[config.mk]
export PLATFORM = sky130hd
export DESIGN_NAME = commit_retire
export DESIGN_NICKNAME = d
export VERILOG_FILES = /design/src/rtl/commit_retire.sv
export SDC_FILE = /design/constraint.sdc
export NUM_CORES = 1
export LEC_CHECK = 0
export BUFFER_PORTS_ARGS = -buffer_cell sky130_fd_sc_hd__buf_2
export CAP_MARGIN = 40
export CORE_MARGIN = 1
export CORE_UTILIZATION = 57
export DETAILED_ROUTE_END_ITERATION = 8
export PLACE_DENSITY_LB_ADDON = 0.05
export SLEW_MARGIN = 30
export SYNTH_ARGS = -nofsm -noshare
export SYNTH_HDL_FRONTEND = slang
export SYNTH_SLANG_ARGS = --single-unit
export TNS_END_PERCENT = 5
[constraint.sdc]
create_clock -name i_clk -period 12.7 [get_ports i_clk]
set_input_delay 2.54 -clock i_clk [delete_from_list [all_inputs] [get_ports i_clk]]
set_output_delay 2.54 -clock i_clk [all_outputs]
set_load 0.02 [all_outputs]
[src/rtl/commit_retire.sv]
// rtl/commit_retire.sv - in-order commit-station ring tracker with bounded-width retirement
// Purpose: tracks which commit stations are allocated and completed, retires the
//   completed prefix from the ring head (up to NRETIRE per clock), and handles
//   mispredict truncation and full flush.
// Ports:
//   i_clk, i_reset (sync, active-low)
//   i_alloc_count   stations allocated this cycle starting at o_next_start
//   i_done_set      per-station completion strobes
//   i_flush_valid / i_flush_addr  keep up to and including i_flush_addr, drop younger
//   i_flush_all     drop every unretired station
//   o_next_start    ring tail (next allocation index)
//   o_current_end   ring head (oldest unretired station)
//   o_current_available  free stations
//   o_commit_reg / o_retire_count  stations retiring this cycle and their count
//   o_commit_done   valid and completed, not yet retired (registered view)
//   o_alloc_err     one-cycle pulse after a dropped allocation
module commit_retire #(
  parameter int NCOMMIT  = 32,
  parameter int LNCOMMIT = 5,
  parameter int NRETIRE  = 8,
  parameter int NALLOC   = 8
) (
  input  logic                i_clk,
  input  logic                i_reset,
  input  logic [LNCOMMIT-1:0] i_alloc_count,
  input  logic [NCOMMIT-1:0]  i_done_set,
  input  logic                i_flush_valid,
  input  logic [LNCOMMIT-1:0] i_flush_addr,
  input  logic                i_flush_all,
  output logic [LNCOMMIT-1:0] o_next_start,
  output logic [LNCOMMIT-1:0] o_current_end,
  output logic [LNCOMMIT:0]   o_current_available,
  output logic [NCOMMIT-1:0]  o_commit_reg,
  output logic [NCOMMIT-1:0]  o_commit_done,
  output logic [LNCOMMIT:0]   o_retire_count,
  output logic                o_alloc_err
);

  localparam logic [LNCOMMIT:0]   C_NCOMMIT = (LNCOMMIT+1)'(NCOMMIT);
  localparam logic [LNCOMMIT:0]   C_NALLOC  = (LNCOMMIT+1)'(NALLOC);
  localparam logic [LNCOMMIT:0]   C_ONE_W   = (LNCOMMIT+1)'(1);
  localparam logic [LNCOMMIT-1:0] C_ONE     = LNCOMMIT'(1);

  logic [LNCOMMIT-1:0] r_head;
  logic [LNCOMMIT-1:0] r_tail;
  logic [LNCOMMIT:0]   r_count;
  logic [NCOMMIT-1:0]  r_valid;
  logic [NCOMMIT-1:0]  r_done;
  logic                r_alloc_err;

  logic [LNCOMMIT:0]   w_avail;
  logic [LNCOMMIT-1:0] w_flush_age;
  logic                w_flush_ok;
  logic                w_alloc_fits;
  logic                w_alloc_ok;
  logic                w_alloc_bad;
  logic [LNCOMMIT:0]   w_scan_lim;
  logic [NCOMMIT-1:0]  w_commit;
  logic [LNCOMMIT:0]   w_retire_cnt;
  logic [NCOMMIT-1:0]  w_valid_nxt;
  logic [NCOMMIT-1:0]  w_done_nxt;
  logic [LNCOMMIT:0]   w_count_nxt;
  logic [LNCOMMIT-1:0] w_tail_nxt;

  assign w_avail     = C_NCOMMIT - r_count;
  // Distance of the flush point from the head; the flush keeps w_flush_age+1 stations.
  assign w_flush_age = i_flush_addr - r_head;
  // A flush naming an unallocated station is meaningless and is dropped.
  assign w_flush_ok  = i_flush_valid & ~i_flush_all & r_valid[i_flush_addr];

  // Allocation is judged against registered occupancy; same-cycle retirement
  // frees space only for the following cycle.
  assign w_alloc_fits = ({1'b0, i_alloc_count} <= w_avail) &&
                        ({1'b0, i_alloc_count} <= C_NALLOC);
  assign w_alloc_ok   = ~i_flush_all & ~w_flush_ok & w_alloc_fits;
  assign w_alloc_bad  = ~i_flush_all & ~w_flush_ok & ~w_alloc_fits;

  // Retire scan: contiguous valid&done run from the head. During a mispredict
  // flush the scan never passes the flush point, so wrong-path stations that
  // happen to be done are discarded rather than retired.
  always_comb begin : retire_scan
    logic                stop;
    logic [LNCOMMIT-1:0] idx;
    w_commit     = '0;
    w_retire_cnt = '0;
    stop         = 1'b0;
    idx          = '0;
    w_scan_lim   = r_count;
    if (w_flush_ok && (({1'b0, w_flush_age} + C_ONE_W) < w_scan_lim)) begin
      w_scan_lim = {1'b0, w_flush_age} + C_ONE_W;
    end
    for (int k = 0; k < NRETIRE; k++) begin
      idx = r_head + LNCOMMIT'(k);
      if (!stop && ((LNCOMMIT+1)'(k) < w_scan_lim) && r_valid[idx] && r_done[idx]) begin
        w_commit[idx] = 1'b1;
        w_retire_cnt  = w_retire_cnt + C_ONE_W;
      end else begin
        stop = 1'b1;
      end
    end
    if (i_flush_all) begin
      w_commit     = '0;
      w_retire_cnt = '0;
    end
  end

  // Per-station next state. Allocation is applied last so it overrides any
  // completion strobe aimed at the same station.
  always_comb begin : station_next
    logic [LNCOMMIT-1:0] age;
    logic [LNCOMMIT-1:0] off;
    age         = '0;
    off         = '0;
    w_valid_nxt = r_valid & ~w_commit;
    w_done_nxt  = (r_done | (i_done_set & r_valid)) & ~w_commit;
    for (int i = 0; i < NCOMMIT; i++) begin
      age = LNCOMMIT'(i) - r_head;
      off = LNCOMMIT'(i) - r_tail;
      if (w_flush_ok && (age > w_flush_age)) begin
        w_valid_nxt[i] = 1'b0;
        w_done_nxt[i]  = 1'b0;
      end
      if (w_alloc_ok && (off < i_alloc_count)) begin
        w_valid_nxt[i] = 1'b1;
        w_done_nxt[i]  = 1'b0;
      end
    end
  end

  always_comb begin
    w_count_nxt = r_count - w_retire_cnt;
    w_tail_nxt  = r_tail;
    if (w_flush_ok) begin
      w_count_nxt = {1'b0, w_flush_age} + C_ONE_W - w_retire_cnt;
      w_tail_nxt  = i_flush_addr + C_ONE;
    end else if (w_alloc_ok) begin
      w_count_nxt = r_count + {1'b0, i_alloc_count} - w_retire_cnt;
      w_tail_nxt  = r_tail + i_alloc_count;
    end
  end

  always_ff @(posedge i_clk) begin
    if (!i_reset) begin
      r_head      <= '0;
      r_tail      <= '0;
      r_count     <= '0;
      r_valid     <= '0;
      r_done      <= '0;
      r_alloc_err <= 1'b0;
    end else if (i_flush_all) begin
      // Everything unretired is discarded; the ring restarts empty at the tail.
      r_head      <= r_tail;
      r_count     <= '0;
      r_valid     <= '0;
      r_done      <= '0;
      r_alloc_err <= 1'b0;
    end else begin
      r_head      <= r_head + w_retire_cnt[LNCOMMIT-1:0];
      r_tail      <= w_tail_nxt;
      r_count     <= w_count_nxt;
      r_valid     <= w_valid_nxt;
      r_done      <= w_done_nxt;
      r_alloc_err <= w_alloc_bad;
    end
  end

  assign o_next_start        = r_tail;
  assign o_current_end       = r_head;
  assign o_current_available = w_avail;
  assign o_commit_reg        = w_commit;
  assign o_retire_count      = w_retire_cnt;
  assign o_commit_done       = r_valid & r_done;
  assign o_alloc_err         = r_alloc_err;

endmodule
Word level (Yosys, flattened, before mapping)
Index checks and enable logic that the tools add are counted.
{"block": "word_totals", "reg_bits": 81, "inputBits": 46, "elab_cells": 522}
{"block": "classes", "n_addsub": 88, "order_cmp": 92, "reduce_logical": 138, "n_mux": 145, "bitwise_logic": 22}
{"op": "$mux W32", "n": 9}
{"op": "$or A32 B32 Y32", "n": 8}
{"op": "$gt A5 B5 Y1", "n": 32}
{"op": "$lt A5 B5 Y1", "n": 32}
{"op": "$sub A5 B5 Y5 const A", "n": 32}
{"op": "$and A32 B32 Y32", "n": 4}
{"op": "$reduce_or A4 Y1", "n": 32}
{"op": "$logic_and A1 B1 Y1", "n": 97}
{"op": "$mux W1", "n": 97}
{"op": "$bmux W1 S5", "n": 17}
{"op": "$sub A4 B5 Y5 const A", "n": 16}
{"op": "$mux W6", "n": 10}
{"op": "$lt A5 B6 Y1 const B", "n": 9}
{"op": "$demux W1 S5", "n": 8}
{"op": "$ge A5 B1 Y1 const B", "n": 8}
{"op": "$sub A3 B5 Y5 const A", "n": 8}
{"op": "$add A6 B1 Y6 const B", "n": 6}
{"op": "$not A32 Y32", "n": 1}
{"op": "$lt A3 B6 Y1 const A", "n": 4}
{"op": "$add A5 B3 Y5 const B", "n": 4}
{"op": "$sub A1 B5 Y5 const A", "n": 4}
{"op": "$sub A2 B5 Y5 const A", "n": 4}
{"op": "$sub A6 B6 Y6", "n": 3}
{"op": "$mux W5", "n": 3}
{"op": "20 further kinds", "n": 37}

Logic depth before layout (Yosys ltp)
Gate-level depths: netlist of the first run.
{"block": "logic_depth", "depth_word": 47, "mapped_depth": 51, "depth_no_buf": 47}

Least setup slack after synthesis of the first run
OpenSTA, ideal clock, no wires.
{"block": "synth_timing", "path_kind": "input to output", "startpoint": "input port i_flush_addr[0]", "endpoint": "output port o_retire_count[3]", "slack_ns": -0.289, "required_time_ns": 10.160, "arrival_ns": 10.449, "path_stages": 38, "cell_sequence": "buf_2 > inv_1 > ha_1 > inv_1 > fa_1 > a21o_1 > a21oi_1 > xnor2_1 > inv_1 > xnor2_1 > ha_1 > nand3_1 > o2111ai_2 > or2_0 > clkbuf_1 > mux2i_1 > nand2_1 > clkbuf_1 > [2 not listed] > and4_1 > buf_4 > o211ai_4 > o21a_1 > nor2_1 > inv_1 > ha_1 > inv_1 > o21ai_0 > ha_1 > o41ai_1 > or4_1 > a211oi_2 > xnor2_1 > xnor2_1 > nor4b_1 > xnor2_1 > nor2b_1"}
{"block": "synth_between", "elab_chain_cells": 43, "word_cells_on_any_way": 68}
{"element": "start: declaration", "line": "28", "source": "input logic [LNCOMMIT-1:0] i_flush_addr,"}
{"element": "$sub A5 B5 Y5 / $bmux W1 S5 (equally long branches)", "line": "67, 69"}
{"element": "$add A5 B1 Y6 / $mux W1 (equally long branches)", "line": "89, 90, 69"}
{"element": "$lt A6 B6 Y1 / $and A1 B1 Y1 (equally long branches)", "line": "89, 69"}
{"element": "$logic_and A1 B1 Y1", "line": "89", "source": "if (w_flush_ok && (({1'b0, w_flush_age} + C_ONE_W) < w_scan_lim)) begin"}
{"element": "$mux W6 *", "line": "89"}
{"element": "parallel branches: the longest is 36 deep, another holds $lt A1 B6 Y1"}
{"element": "$mux W6 *", "line": "94", "source": "if (!stop && ((LNCOMMIT+1)'(k) < w_scan_lim) && r_valid[idx] && r_done[idx]) begin"}
{"element": "$mux W6 *", "line": "101", "source": "if (i_flush_all) begin"}
{"element": "end: declaration", "line": "35", "source": "output logic [LNCOMMIT:0] o_retire_count,"}
Every way passes the cells marked *. The select of a mux whose other input is x is not followed.

Worst setup path in the final report of the first run
Ends and elaborated chain as after synthesis.

==> run summary, run 1 <==
The min-delay analysis places its worst path in the category reg -> reg. The insertion delay of the later-clocked pin in the worst-skew pair is 0.37 ns. The multi-input combinational cells in the finished layout cover a total of 11700 um^2. After synthesis, the mean cell area works out to 7.90 um^2. VDD sags by at most 70.2 uV. The tools report the minimum setup slack among reg-to-reg paths as 2.75 ns.

The number of hold buffers added after CTS was 0. For this design the ratio of total power to cell area is 69.4 nW/um^2. Together, buffers and inverters on the worst path number 7. The mean number of vias per cell is 7.06, and the post-synthesis register bit count is 81.

Layout cell share with drive strength beyond 1: 0.165. After detailed routing, the average wire length per cell comes to 27.0 um. Multiplexer fraction of the synthesized cell area: 0.103.

The fraction of power consumed by combinational cells is 0.462, and the relative slew slack is 0.334. For the clock share of power, the log shows 0.285. On the critical path the largest part of the delay comes from adder cells. The destination of the worst register-to-register timing path was r_count[5]$_SDFF_PP0_. The tools report the global-route congestion overflow total as 0.

For the worst flop-to-flop path, the logic depth is 41. The logs give 0.582 for the initial core utilization and 15700 um^2 for the final non-filler cell area. The final critical delay including setup and external delays works out to 12.37 ns.

The count of fill cells added during filler insertion came out at 2164. Derived from the worst setup path, the maximum achievable clock frequency is 0.0809 GHz. The main flop type after synthesis is sky130_fd_sc_hd__dfxtp_1.

Counting the buffers created by CTS gives 9. TritonCTS built the clock tree. The H-tree generated during clock tree synthesis spans 3 levels. For this design the total switching power over the nets is 0.457 mW. Number of cells produced by synthesis: 1791.

The sequential cell fraction of total power was 0.253; the static leakage power was 7.06 nW. The count of maximum capacitance violations is 0, and the quantity of I/O buffers inserted on ports is 131. The die is 160 um tall.

Leaving out fill and tap cells, the most frequent cell in the layout is sky130_fd_sc_hd__ha_1. The total vias in the final route was 15700; the delay of the slowest cell on the worst path was 0.44 ns. The post-route total power was 1.09 mW. The number of synthesized flops with an enable pin is 0, and the area growth from synthesis to layout is 10.7%. The placed wire-length estimate after detailed placement came out at 46.2 mm.

The final number of max-transition violations was 0; the switching fraction of total power was 0.421. The final critical-path setup slack was 0.334 ns. After clock tree synthesis, the clock-pin slew on the worst setup and hold paths is 0.08 ns. The number of design rule violations left after detail routing was 0. Counting every net in the synthesized netlist gives 2045. STA puts the critical path data required time at 10.16 ns. The tools report the via count of the first global-routing pass as 14400. Async set or reset register ratio after synthesis: 0. The placed instances occupy a cell area of 15100 um^2. In this run the critical register-to-register path is launched from o_current_end[0]$_SDFF_PN0_.

The worst setup path is captured at an output port. The overall routing resource usage came out at 0.462. In the layout the commonest cells are sky130_fd_sc_hd__ha_1 (197), sky130_fd_sc_hd__a21oi_1 (143), sky130_fd_sc_hd__inv_1 (141).

Registers take 1620 um^2. The worst setup path is launched from a primary input. The adder-cell share of the synthesized area was 0.189. The largest buffer count on any clock path came out at 2. The root buffer cell chosen for the clock tree is sky130_fd_sc_hd__clkbuf_16. The clock net in this run drives a total of 81 sinks. The largest family of logic cells by synthesized area is compound AO/OA/AOI/OAI gates. The tools report the worst-case hold path end point as r_valid[3]$_SDFF_PP0_. The tools report the internal cell power as 0.630 mW.

The region available for standard cell placement spans 24300 um^2. Number of antenna violations at the first check in global routing: 0. The largest clock skew in the final design was 0.0149 ns. The detailed-router iteration count before antenna repair is 6. Critical path class: in -> out. The placer's final routability congestion estimate is 1.07, and the fraction of the mapped netlist area in compound gates is 0.272. The number of failing hold endpoints at the final stage is 0.

Counting stages on the worst path, the most repeated cell is sky130_fd_sc_hd__ha_1. The netlist uses 95 different library cells. The logs give 25400 um^2 for the floorplan die area and 133 for the top-level I/O count. The first global-routing pass estimated 88.9 mm of wire.

The run gives 9.83 ns as the critical path data arrival time. Setup violations remaining at the end of the flow were counted as 0. The antenna diode count was 0; the cell area after synthesis was 14100 um^2.

The run gives -0.0720 ns as the worst setup slack before clock tree synthesis. The tools report the count of nets left with antenna violations after detail routing as 0. The flow ran to the end, and the final reports show no timing, DRC or antenna violations. The slowest cell on the critical path is sky130_fd_sc_hd__or4_1. In this run the horizontal extent of the chip is 160 um.

The share of the cycle needed by the critical path after routing was 0.974; the Yosys warning count was 0. Synthesized-area fraction occupied by and/or/nand/nor cells: 0.190. For this block, the routed nets add up to 59.9 mm of wire. The post-synthesis xor/xnor area fraction was 0.0603; the DRC violation total after the first TritonRoute iteration was 2370. The startpoint identified for the worst hold timing path is r_valid[3]$_SDFF_PP0_. Counting instances, the worst hold path has a depth of 2. Entering global routing, the biggest net connects 64 pins. In this run the number of cells on the critical path is 36. For the part of the Yosys area used for sequential elements, the log shows 0.115. The worst-margin pin slew is 0.999 ns, and the total number of nets in the final design is 2141.

The highest net fanout along the worst path is 10, and the number of standard-cell rows in the floorplan is 57.
==> layout make-up <==
| cell class | instances | share of cell area |
|---|---|---|
| clock buffers | 9 | 0.0144 |
| clock inverters | 7 | 0.00695 |
| inverters | 158 | 0.0381 |
| multi-input cells | 1456 | 0.746 |
| flip-flops and latches | 81 | 0.104 |
| well taps | 324 | 0.0259 |
| repair buffers | 181 | 0.0653 |
==> power groups by stage <==
stage | clock, mW | combinational (mW) | sequential (mW)
2_1_floorplan | 0 | 0.346 | 0.276
3_3_place_gp | 0 | 0.463 | 0.280
3_5_place_dp | 0 | 0.480 | 0.280
4_1_cts | 0.308 | 0.483 | 0.274
5_1_grt | 0.318 | 0.548 | 0.275
6_report | 0.310 | 0.502 | 0.275
==> logic make-up after synthesis <==
group                    count (synthesis)
AND/OR/NAND/NOR                        514
other                                    1
adder cells (fa/ha/maj)                208
multiplexers                            76
XOR/XNOR                                94
AO/OA/AOI/OAI                          563
flip-flops                              81
buffers and inverters                  254
==> synth_stat cells, types with 43 or more instances <==
cell	n	area, um^2
sky130_fd_sc_hd__a22oi_1	47	353
sky130_fd_sc_hd__a21oi_1	144	721
sky130_fd_sc_hd__a21o_1	71	533
sky130_fd_sc_hd__nand2_1	131	492
sky130_fd_sc_hd__clkbuf_1	59	221
sky130_fd_sc_hd__xnor2_1	71	622
sky130_fd_sc_hd__nor2_1	124	465
sky130_fd_sc_hd__o21ai_0	62	310
sky130_fd_sc_hd__nand3_1	43	215
sky130_fd_sc_hd__inv_1	144	541
sky130_fd_sc_hd__dfxtp_1	81	1620
sky130_fd_sc_hd__mux4_2	44	991
sky130_fd_sc_hd__ha_1	198	2480
==> worst max-delay path by stage <==
stage / end / slack [ns] / start
floorplan: o_retire_count[4] / 0.02 / i_flush_addr[0]
global placement: o_retire_count[3] / 0.15 / i_flush_addr[0]
detailed placement: o_retire_count[3] / -0.07 / i_flush_addr[0]
CTS: o_retire_count[3] / 0.07 / i_flush_addr[0]
global route: o_retire_count[4] / -0.05 / i_flush_addr[0]
finish: o_retire_count[3] / 0.33 / i_flush_addr[0]
==> stage by stage <==
stage	hold WS, ns	utilization	cells	setup TNS [ns]
final	0.512	0.644	2216	0
after global routing	0.520	0.644	2216	-0.0780
after CTS	0.497	0.637	2207	0
after detailed placement	0.485	0.623	2191	-0.0951
after global placement	0.469	0.622	2189	0
after floorplan	0.452	-	1791	0
==> repair_timing <==
item	CTS	global route
pin swaps	0	2
gates resized for setup	2	21
setup endpoints to repair	3	4
buffers inserted	0	5
==> per-layer routing <==
layer  share of wire  GRT usage  vias up
li1                -          -     6886
met1            0.38      0.589     7311
met2            0.41      0.681     1183
met3            0.14      0.150      274
met4           0.067      0.265        0
met5               0          0        -
==> worst min-delay path, delay by kind of cell (launching register included) <==
family          cells  cell delay [ns]
compound gates      1             0.06
buf+inv             1             0.06
flops               1             0.35
==> state kept, by name, indices dropped and copies added, names as in the netlist <==
| name | flops |
|---|---|
| r_valid | 32 |
| r_count | 6 |
| o_next_start | 5 |
| o_current_end | 5 |
| r_done | 32 |
| o_alloc_err | 1 |
Power figures use the tool's default switching activity.
==> run 2: changes to the inputs <==
--- a/config.mk
+++ b/config.mk
@@ -5,7 +5,7 @@
 export SDC_FILE = /design/constraint.sdc
 export NUM_CORES = 1
 export LEC_CHECK = 0
-export BUFFER_PORTS_ARGS = -buffer_cell sky130_fd_sc_hd__buf_2
+export BUFFER_PORTS_ARGS = -buffer_cell sky130_fd_sc_hd__clkbuf_2
 export CAP_MARGIN = 40
 export CORE_MARGIN = 1
 export CORE_UTILIZATION = 57
==> run summary, run 2 (synthesis gave the netlist of run 1 again) <==
The flow ran to the end, and the final reports show no timing, DRC or antenna violations. In the layout the commonest cells are sky130_fd_sc_hd__ha_1 (197), sky130_fd_sc_hd__a21oi_1 (142), sky130_fd_sc_hd__inv_1 (140). The run gives 0.323 (-0.0108) as the relative slew slack. The quantity of I/O buffers inserted on ports works out to 131 (unchanged). The tools report the via count of the first global-routing pass as 14400 (-0.083%). The ratio of total power to cell area works out to 66.8 nW/um^2 (-3.9%).

Kind of launch point of the worst setup path: a primary input. TritonCTS built the clock tree. The largest buffer count on any clock path is 2 (unchanged).

The initial core utilization was 0.582 (unchanged). The highest net fanout along the worst path came out at 7 (-3). The horizontal die dimension was 160 um (unchanged); the number of failing hold endpoints at the final stage was 0 (unchanged).

The run gives 3 (unchanged) as the number of levels the H-tree was split into. The tools report the number of standard-cell rows in the floorplan as 57 (unchanged). The routed wire length per instance is 26.5 um (-1.9%). The register area was 1620 um^2 (unchanged).

The count of nets left with antenna violations after detail routing came out at 0 (unchanged). The post-route total power is 1.04 mW (-4.1%). The final design utilization was 0.642 (-0.00134). The floorplan die area came out at 25400 um^2 (unchanged). The insertion delay of the later-clocked pin in the worst-skew pair was 0.36 ns (about the same). Compared with the post-synthesis result, the final layout area differs by 10.4%. The kind of capture point of the worst setup path is an output port.

The run gives 1.02 (-5.2%) as the placer's final routability congestion estimate. For the worst setup slack before clock tree synthesis, the log shows -0.0794 ns (-0.00741 ns). For the total vias in the final route, the log shows 15500 (-0.93%). The number of antenna violations at the first check in global routing is 2 (+2), and the placed wire-length estimate after detailed placement is 46.2 mm (about the same). The layout cell share with drive strength beyond 1 was 0.167 (+0.00132); the post-detailed-routing wire length was 58.7 mm (-2.0%).

The library cell used most frequently in the layout, excluding fill and tap cells, is sky130_fd_sc_hd__ha_1. For the static leakage power, the log shows 6.95 nW (-1.6%). The required arrival time at the worst endpoint was 10.16 ns (about the same).

Count of fill cells added during filler insertion: 2176 (+0.55%). Critical path data arrival time: 9.82 ns (about the same). The final critical-path setup slack was 0.344 ns (+0.0100 ns). The largest registers in the layout are r_done x32, r_valid x32, r_count x6. The final non-filler cell area came out at 15600 um^2 (-0.21%). By instance count, the cell type seen most on the critical path is sky130_fd_sc_hd__ha_1. On the critical path, the stage with the largest delay is an instance of sky130_fd_sc_hd__fa_2.

Delay of the slowest cell on the worst path: 0.38 ns (-0.06 ns). The final critical delay including setup and external delays is 12.36 ns (-0.0100 ns). Total number of nets in the final design: 2138 (-0.14%).

For the number of sinks driven by the clock tree, the log shows 81 (unchanged). The tools report the largest clock skew in the final design as 0.0181 ns (+0.00317 ns). The worst-case vdd ir drop was 59.6 uV (-15%); the top-level I/O count was 133 (unchanged). The run gives 0 (unchanged) as the final setup violation count. The wire length of the first global-routing pass came out at 88.0 mm (-1.1%). The internal cell power was 0.591 mW (-6.1%); the fraction of power consumed by combinational cells was 0.478 (+0.016). The total CTS buffers was 9 (unchanged). The tools report the net switching power as 0.452 mW (-1.2%). The number of cells in the design after placement is 2190 (-0.046%).

The clock input transition at the sequential cells of the worst setup and hold paths came out at 0.08 ns (about the same). The worst-margin pin slew works out to 1.02 ns (+0.0162 ns). Height of the chip: 160 um (unchanged).

Worst min-delay path class: reg -> reg. The run gives 0.264 (+0.011) as the sequential cell fraction of total power. The final number of max-transition violations was 0 (unchanged); the global-route congestion overflow total was 0 (unchanged). The share of the cycle needed by the critical path after routing works out to 0.973 (about the same). The tree is rooted in a sky130_fd_sc_hd__clkbuf_16.

The mean number of vias per cell was 7.01 (-0.80%); the overall routing resource usage was 0.456 (-0.00552). The clock share of power came out at 0.258 (-0.027). Number of design rule violations left after detail routing: 0 (unchanged). The fmax is 0.0809 GHz (about the same).

The placed cell area is 15100 um^2 (about the same). Core area: 24300 um^2 (unchanged). The detailed-router iteration count before antenna repair was 6 (unchanged); the switching fraction of total power was 0.433 (+0.0125). For the count of placed standard cells in the final layout, fillers left out, the log shows 2213 (-0.14%). The maximum number of pins on one net before global-route repair is 64 (unchanged). For the antenna diode count, the log shows 0 (unchanged). The critical path is of the in -> out type. The tools report the footprint of the multi-input gates as 11700 um^2 (+0.11%). For the DRC violation total after the first TritonRoute iteration, the log shows 2203 (-7.0%).

The tools report the count of maximum capacitance violations as 0 (unchanged).
[run 2: cell count changes in the layout (fill, tap and decap cells not counted), moves of 2 or more]
cell | before | now
sky130_fd_sc_hd__bufinv_16 | 2 | 0
sky130_fd_sc_hd__clkbuf_2 | 1 | 131
sky130_fd_sc_hd__clkinv_4 | 2 | 0
sky130_fd_sc_hd__clkinvlp_4 | 1 | 3
sky130_fd_sc_hd__buf_2 | 135 | 2
[run 2: repair_timing]
item | CTS | global route
setup buffers | 0 | 4
pin swaps | 0 | 2
hold buffers | 0 | 0
endpoints found under the setup margin | 3 | 4
resized for setup | 2 | 24
[run 2: routing by layer]
metal	global-route usage	vias up	wire, um
met2	0.667	1048	24700
li1	-	6872	-
met1	0.596	7357	22600
met5	0	-	18
met4	0.260	2	3720
met3	0.135	229	7630
[run 2: cell type report]
cell class / count / area share
well taps: 324 / 0.0260
inverters: 158 / 0.0382
flip-flops and latches: 81 / 0.104
clock inverters: 7 / 0.00457
repair buffers: 178 / 0.0650
clock buffers: 9 / 0.0144
multi-input cells: 1456 / 0.748
[run 2: final timing paths]
| kind | slack [ns] | to | start | cells past startpoint |
|---|---|---|---|---|
| hold / removal | 0.51 | r_valid[29]$_SDFF_PP0_ | r_valid[29]$_SDFF_PP0_ | 2 |
| setup reg to reg | 2.69 | r_count[5]$_SDFF_PP0_ | o_current_end[0]$_SDFF_PN0_ | 40 |
| hold reg to reg | 0.51 | r_valid[29]$_SDFF_PP0_ | r_valid[29]$_SDFF_PP0_ | 2 |
| setup / recovery | 0.34 | o_retire_count[4] | i_flush_addr[0] | 39 |
[run 2: power by group through the flow]
stage               registers, mW  logic (mW)  clock network [mW]
floorplan                   0.276       0.346                   0
global placement            0.280       0.463                   0
detailed placement          0.280       0.477                   0
CTS                         0.274       0.480               0.269
global route                0.276       0.546               0.278
finish                      0.275       0.498               0.269
[run 2: worst max-delay path, delay by kind of cell]
family          cells  cell delay [ns]
compound gates      8             1.45
xor+xnor            4             0.66
fa+ha+maj           9             2.43
buf+inv             7             0.87
mux                 2             0.55
simple gates        9             1.27
[run 2: metrics by stage]
stage	setup TNS [ns]	hold slack, ns
after global routing	-0.0179	0.532
final	0	0.508
after floorplan	0	0.452
after global placement	0	0.479
after detailed placement	-0.136	0.489
after CTS	0	0.503
